### src/rtl/bit_population_generator.sv
// rtl/bit_population_generator.sv - builds a WIDTH-bit word with a requested number of contiguous ones
module bit_population_generator #(
    parameter int WIDTH = 32
) (
    input  logic                     clk_i,
    input  logic                     arst_n_i,
    input  logic [$clog2(WIDTH):0]   cnt_i,
    input  logic [$clog2(WIDTH)-1:0] rot_i,
    input  logic                     data_val_i,
    output logic                     ready_o,
    output logic [WIDTH-1:0]         data_o,
    output logic                     data_val_o
);

    localparam int RW = $clog2(WIDTH);
    localparam int CW = RW + 1;
    localparam logic [CW-1:0] WIDTH_C  = CW'(WIDTH);
    localparam logic [RW-1:0] LAST_PTR = RW'(WIDTH - 1);

    typedef enum logic {
        IDLE = 1'b0,
        FILL = 1'b1
    } state_t;

    state_t          state;
    logic [WIDTH-1:0] work;
    logic [WIDTH-1:0] work_set;
    logic [RW-1:0]    ptr;
    logic [RW-1:0]    start_ptr;
    logic [CW-1:0]    remaining;
    logic [CW-1:0]    eff_cnt;

    // Requests above WIDTH saturate; out-of-range start positions fold to bit 0.
    always_comb begin
        eff_cnt       = (cnt_i > WIDTH_C) ? WIDTH_C : cnt_i;
        start_ptr     = ({1'b0, rot_i} < WIDTH_C) ? rot_i : '0;
        work_set      = work;
        work_set[ptr] = 1'b1;
    end

    assign ready_o = (state == IDLE);

    always_ff @(posedge clk_i or negedge arst_n_i) begin
        if (!arst_n_i) begin
            state      <= IDLE;
            work       <= '0;
            ptr        <= '0;
            remaining  <= '0;
            data_o     <= '0;
            data_val_o <= 1'b0;
        end else begin
            data_val_o <= 1'b0;
            case (state)
                IDLE: begin
                    if (data_val_i) begin
                        work <= '0;
                        ptr  <= start_ptr;
                        if (eff_cnt == '0) begin
                            data_o     <= '0;
                            data_val_o <= 1'b1;
                        end else begin
                            remaining <= eff_cnt;
                            state     <= FILL;
                        end
                    end
                end
                FILL: begin
                    work      <= work_set;
                    ptr       <= (ptr == LAST_PTR) ? '0 : ptr + 1'b1;
                    remaining <= remaining - 1'b1;
                    // Last bit goes straight to the output so the word appears without an extra cycle.
                    if (remaining == CW'(1)) begin
                        data_o     <= work_set;
                        data_val_o <= 1'b1;
                        state      <= IDLE;
                    end
                end
                default: state <= IDLE;
            endcase
        end
    end

endmodule

### config.mk
export PLATFORM = sky130hd
export DESIGN_NAME = bit_population_generator
export DESIGN_NICKNAME = d
export VERILOG_FILES = /design/src/rtl/bit_population_generator.sv
export SDC_FILE = /design/constraint.sdc
export NUM_CORES = 1
export LEC_CHECK = 0
export ABC_AREA = 1
export CAP_MARGIN = 20
export CELL_PAD_IN_SITES_DETAIL_PLACEMENT = 1
export CELL_PAD_IN_SITES_GLOBAL_PLACEMENT = 1
export CORE_MARGIN = 3
export CORE_UTILIZATION = 40
export DETAILED_ROUTE_END_ITERATION = 8
export GPL_TIMING_DRIVEN = 1
export PLACE_DENSITY = 0.8
export SLEW_MARGIN = 10
export SYNTH_ARGS = -nofsm -noshare
export SYNTH_HDL_FRONTEND = slang
export SYNTH_SLANG_ARGS = --single-unit
### constraint.sdc
create_clock -name clk_i -period 3 [get_ports clk_i]
set_input_delay 0.3 -clock clk_i [delete_from_list [all_inputs] [get_ports clk_i]]
set_output_delay 0.3 -clock clk_i [all_outputs]
set_load 0.02 [all_outputs]
* Yosys cells after proc, flatten, opt, wreduce, memory -nomap -nowiden
Cells that the tools add are included.
** Word-level totals
- Register bits after elaboration :: 77
- Input port bits :: 14
- Output and inout port bits :: 34
- Logic and storage cells :: 46
** Cells by class
- $add $sub $neg :: 2
- Magnitude comparators :: 3
- Eq/ne operators :: 6
- Mux-type cells :: 23
- Bitwise logic cells :: 2
- Reductions and logical operators :: 4
** Operators by type and width (count)
- $mux 32 :: 4
- $pmux 32 s2 :: 2
- $or 32x32->32 :: 1
- $mux 6 :: 3
- $pmux 6 s2 :: 1
- $mux 5 :: 2
- $pmux 5 s2 :: 1
- $mux 1 :: 7
- $eq 6x1->1 const B :: 1
- $gt 6x6->1 const B :: 1
- $logic_not 6->1 :: 1
- $lt 5x6->1 const B :: 1
- $sub 6x1->6 const B :: 1
- $add 5x1->5 const B :: 1
- $demux 1 s5 :: 1
- $eq 5x5->1 const B :: 1
- $ge 5x1->1 const B :: 1
- $ne 2x1->1 const B :: 2
- $ne 2x2->1 const B :: 2
- $pmux 1 s2 :: 2
- $reduce_and 3->1 :: 1
- $reduce_and 2->1 :: 1
- $logic_and 1x1->1 :: 1
- $not 1->1 :: 1

* Longest topological paths before layout
- Depth after elaboration :: 7
- Depth in mapped cells :: 8
- Gate-level depth less buffers :: 8

* Worst setup path before layout
Ideal clock, no wire load.
- Path type :: reg-to-reg
- From :: register ptr[0]
- To :: register ptr[2]
- Data arrival time :: 1.405 ns
- Required time :: 2.913 ns
- Setup slack :: 1.507 ns
- Stages on the path, launching flop included :: 9
- Path buffers :: 1
- Cells stage by stage :: dfrtp_1 -> ha_1 -> clkbuf_1 -> inv_1 -> nor2_1 -> ha_1 -> nor2_2 -> nand3_1 -> a22oi_1
** On the way
- Word-level cells in the longest chain between the ends :: 3
- Elaborated cells on any way between the ends :: 4
** Ends and longest elaborated chain
- start: declaration :: RTL line 28 : logic [RW-1:0] ptr;
- start signal: assignment :: RTL line 57 : ptr <= start_ptr;
- start signal: assignment :: RTL line 69 : ptr <= (ptr == LAST_PTR) ? '0 : ptr + 1'b1;
- $add 5x1->5 or $eq 5x5->1 (tied branches) :: RTL line 69
- $mux 5 (*) :: RTL line 69
- $pmux 5 s2 (*) :: RTL line 53 : case (state)
Every way passes the cells marked *; elsewhere a longest branch is shown, timed or not.
A chain may end at the register's enable or synchronous reset.

* Worst setup path in the final report
- From :: register state
- To :: output ready_o
** On the way
- Word-level cells in the longest chain between the ends :: 1
** Ends and longest elaborated chain
- start: declaration :: RTL line 25 : state_t state;
- start signal: assignment :: RTL line 45 : state <= IDLE;
- start signal: assignment :: RTL line 63 : state <= FILL;
- start signal: assignment :: RTL line 75 : state <= IDLE;
- $not 1->1
- end: declaration :: RTL line 10 : output logic ready_o,
Every way passes these cells.

==> results.md <==
- Pwr dens: 1070 nW/um2
- Final Power: 4.74 mW
- Comb pwr share: 43.7%
- Final cycle utilization of the critical path: 73.2%
- Max-slew headroom: 34.5%
- Largest net degree at the start of global routing: 78
- M1 GR Usage: 25.0%
- Cts hold-fix bufs: 0
- Cells after synthesis: 466
- Slew @ Worst Pin: 983 ps
- Clk root buf: clkbuf_8
- # nets final: 524
- Most common library cells after synthesis: nand2_1 (177), dfrtp_1 (77), inv_1 (52), o21ai_0 (44), nand3_1 (42)
- Count of pins over their slew limit: 0
- Gr ovfl total: 0
- Fmax: 0.456 GHz
- Final setup vio count: 0
- Met3 usage: 4.30%
- Drt first pass iters: 4
- Initial antenna violation count: 0
- Share of cells above drive strength 1: 5.52%
- Worst VDD drop: 0.000507 V
- GRT met2 Usage: 32.8%
- First-pass GRT wire length: 15900 um
- RR Startpoint: state
- Netlist Area Pre-Place: 3720 um2
- Remaining antenna violation count after routing: 0
- Inserted Clock Buffers: 9
- Worst Setup End Kind: primary output
- Worst-path clk slew: 70 ps
- GP Congestion: 0.885
- Sw Ratio: 40.5%
- DRC: 0
- Initial Util: 41.9%
- FF-to-FF End: data_o[22]
- Core Area: 8890 um2
- Via count: 3104
- Sequential fraction of design power: 36.8%
- CTS tree: yes
- Fill count: 1106
- Post-synth cell types: 29
- Count leader, synth: nand2_1
- Clk Latency, worst-skew pair: 360 ps
- Detailed Place HPWL: 6160 um
- Cts repair resizes: 0
- Primary FF master, synth: dfrtp_1
- Hold Path Class: in2async
- Crit-path max FO: 12
- Synth async-reset ratio: 100%
- Req. time, crit path: 2700 ps
- Diode count: 0
- YS warnings: 0
- Number of global-route vias before repair: 3301
- Synth-to-layout area growth: 19.3%
- Synth area leaders: dfrtp_1 (52%), nand2_1 (18%), o21ai_0 (5.9%), nand3_1 (5.6%), inv_1 (5.2%)
- Post-synthesis register bit count: 77
- Drt initial violations: 220
- Post-CTS setup buffer count: 0
- Reg2reg path depth: 6
- Num ports: 48
- Fin. Hold Viols: 0
- Row count: 34
- Clk buf depth: 2
- Max Cap Viol: 0
- Per-cell routed wire length: 15.2 um
- Die Ht: 102 um
- Worst path arrival time: 1900 ps
- H-Tree Depth: 3
- Kind of critical path: reg2out
- Post-synthesis sequential area ratio: 51.8%
- DR vias/cell: 5.05
- Leakage: 2.35 nW
- Final min period: 2200 ps
- Tot GR Track Use: 19.4%
- R2R Setup Slk: 1000 ps
- Die Span X: 102 um
- Number of I/O port buffers: 47
- Die ar.: 10500 um2
- Crit start category: flop
- Internal power: 2.82 mW
- Total Routed Length: 9330 um
- Clk sinks: 77
- Status: completed
- Max Clock Skew: 11.9 ps
- Largest area contributor in the netlist: dfrtp_1
- Setup TNS: 0 ps
- Post-synth top area share: 51.8%
- Post-synth EDFFs: 0
- GR peak layer: met2
- Switching power: 1.92 mW
- RSZ-0062 raised after global routing: no
- Syn Area/Cell: 7.99 um2
- Syn Nets: 487
- Clock power share: 19.5%
[layout make-up]
type	instances	area [um2]	share of cell area [%]
clock buffers	11	131	2.96
multi-input cells	312	1460	32.8
flip-flops and latches	77	1930	43.4
repair buffers	50	490	11.0
well taps	108	135	3.04
clock inverters	4	97.6	2.20
inverters	53	199	4.48
[through the flow]
stage | area, um2 | instances | hold slack [ps] | utilization, % | setup slack [ps]
floorplan | 3720 | 466 | 4.41 | - | 1510
global placement | 4210 | 600 | 454 | 47.4 | 907
detailed placement | 4210 | 600 | 459 | 47.4 | 789
CTS | 4440 | 615 | 139 | 49.9 | 798
global route | 4440 | 615 | 171 | 49.9 | 754
finish | 4440 | 615 | 98.3 | 49.9 | 805
[cells by family (layout without fill, tap and decap cells)]
logic type | count (synthesis) | in the layout | synth area share, %
AND/OR/NAND/NOR | 248 | 248 | 28.2
flip-flops | 77 | 77 | 51.8
buffers and inverters | 77 | 118 | 9.08
AO/OA/AOI/OAI | 55 | 55 | 8.13
adder cells (fa/ha/maj) | 7 | 7 | 2.35
XOR/XNOR | 2 | 2 | 0.471
[cell usage in the layout (no fill, tap or decap), drive strengths merged]
master,instances
nor2,16
xor2,1
a22oi,4
nand2,179
o21ai,44
bufinv,3
o22ai,1
o211ai,1
o21bai,1
nor3,5
nand4,4
clkbuf,11
a21oi,4
clkinvlp,1
ha,7
nand3b,1
xnor2,1
inv,53
buf,4
nand3,43
dfrtp,77
clkdlybuf4s50,46
[flip-flops by register name, summed over array words and instances, names as in the netlist]
signal	cells
data_val_o	1
data_o	32
state	1
ptr	5
work	32
remaining	6
[worst max path at each step]
stage | cells past startpoint | endpoint | startpoint | slack (ps)
after floorplan | 8 | ptr[2] | ptr[0] | 1510
after global placement | 7 | data_o[31] | cnt_i[5] | 910
after detailed placement | 8 | data_o[3] | cnt_i[5] | 790
after CTS | 2 | ready_o | state | 800
after global routing | 2 | ready_o | state | 750
final | 2 | ready_o | state | 800
[per-layer routing]
| layer | up-vias | share of wire (%) | wire length (um) |
|---|---|---|---|
| li1 | 1528 | - | - |
| met1 | 1522 | 46 | 4260 |
| met2 | 43 | 50 | 4670 |
| met3 | 11 | 3.0 | 283 |
| met4 | 0 | 1.3 | 121 |
| met5 | - | 0 | 0 |
[critical path, stage by stage, from the launching register on]
cell and delay [ps]:
dfrtp_2 490, inv_1 360, clkdlybuf4s50_1 690
[power groups by stage]
stage	sequential (mW)	clock (mW)	combinational, mW
6_report	1.74	0.925	2.07
5_1_grt	1.80	0.988	2.34
4_1_cts	1.74	0.942	2.10
3_5_place_dp	1.76	0	2.08
3_3_place_gp	1.74	0	1.99
2_1_floorplan	1.91	0	1.14
Power figures use the tool's default switching activity.
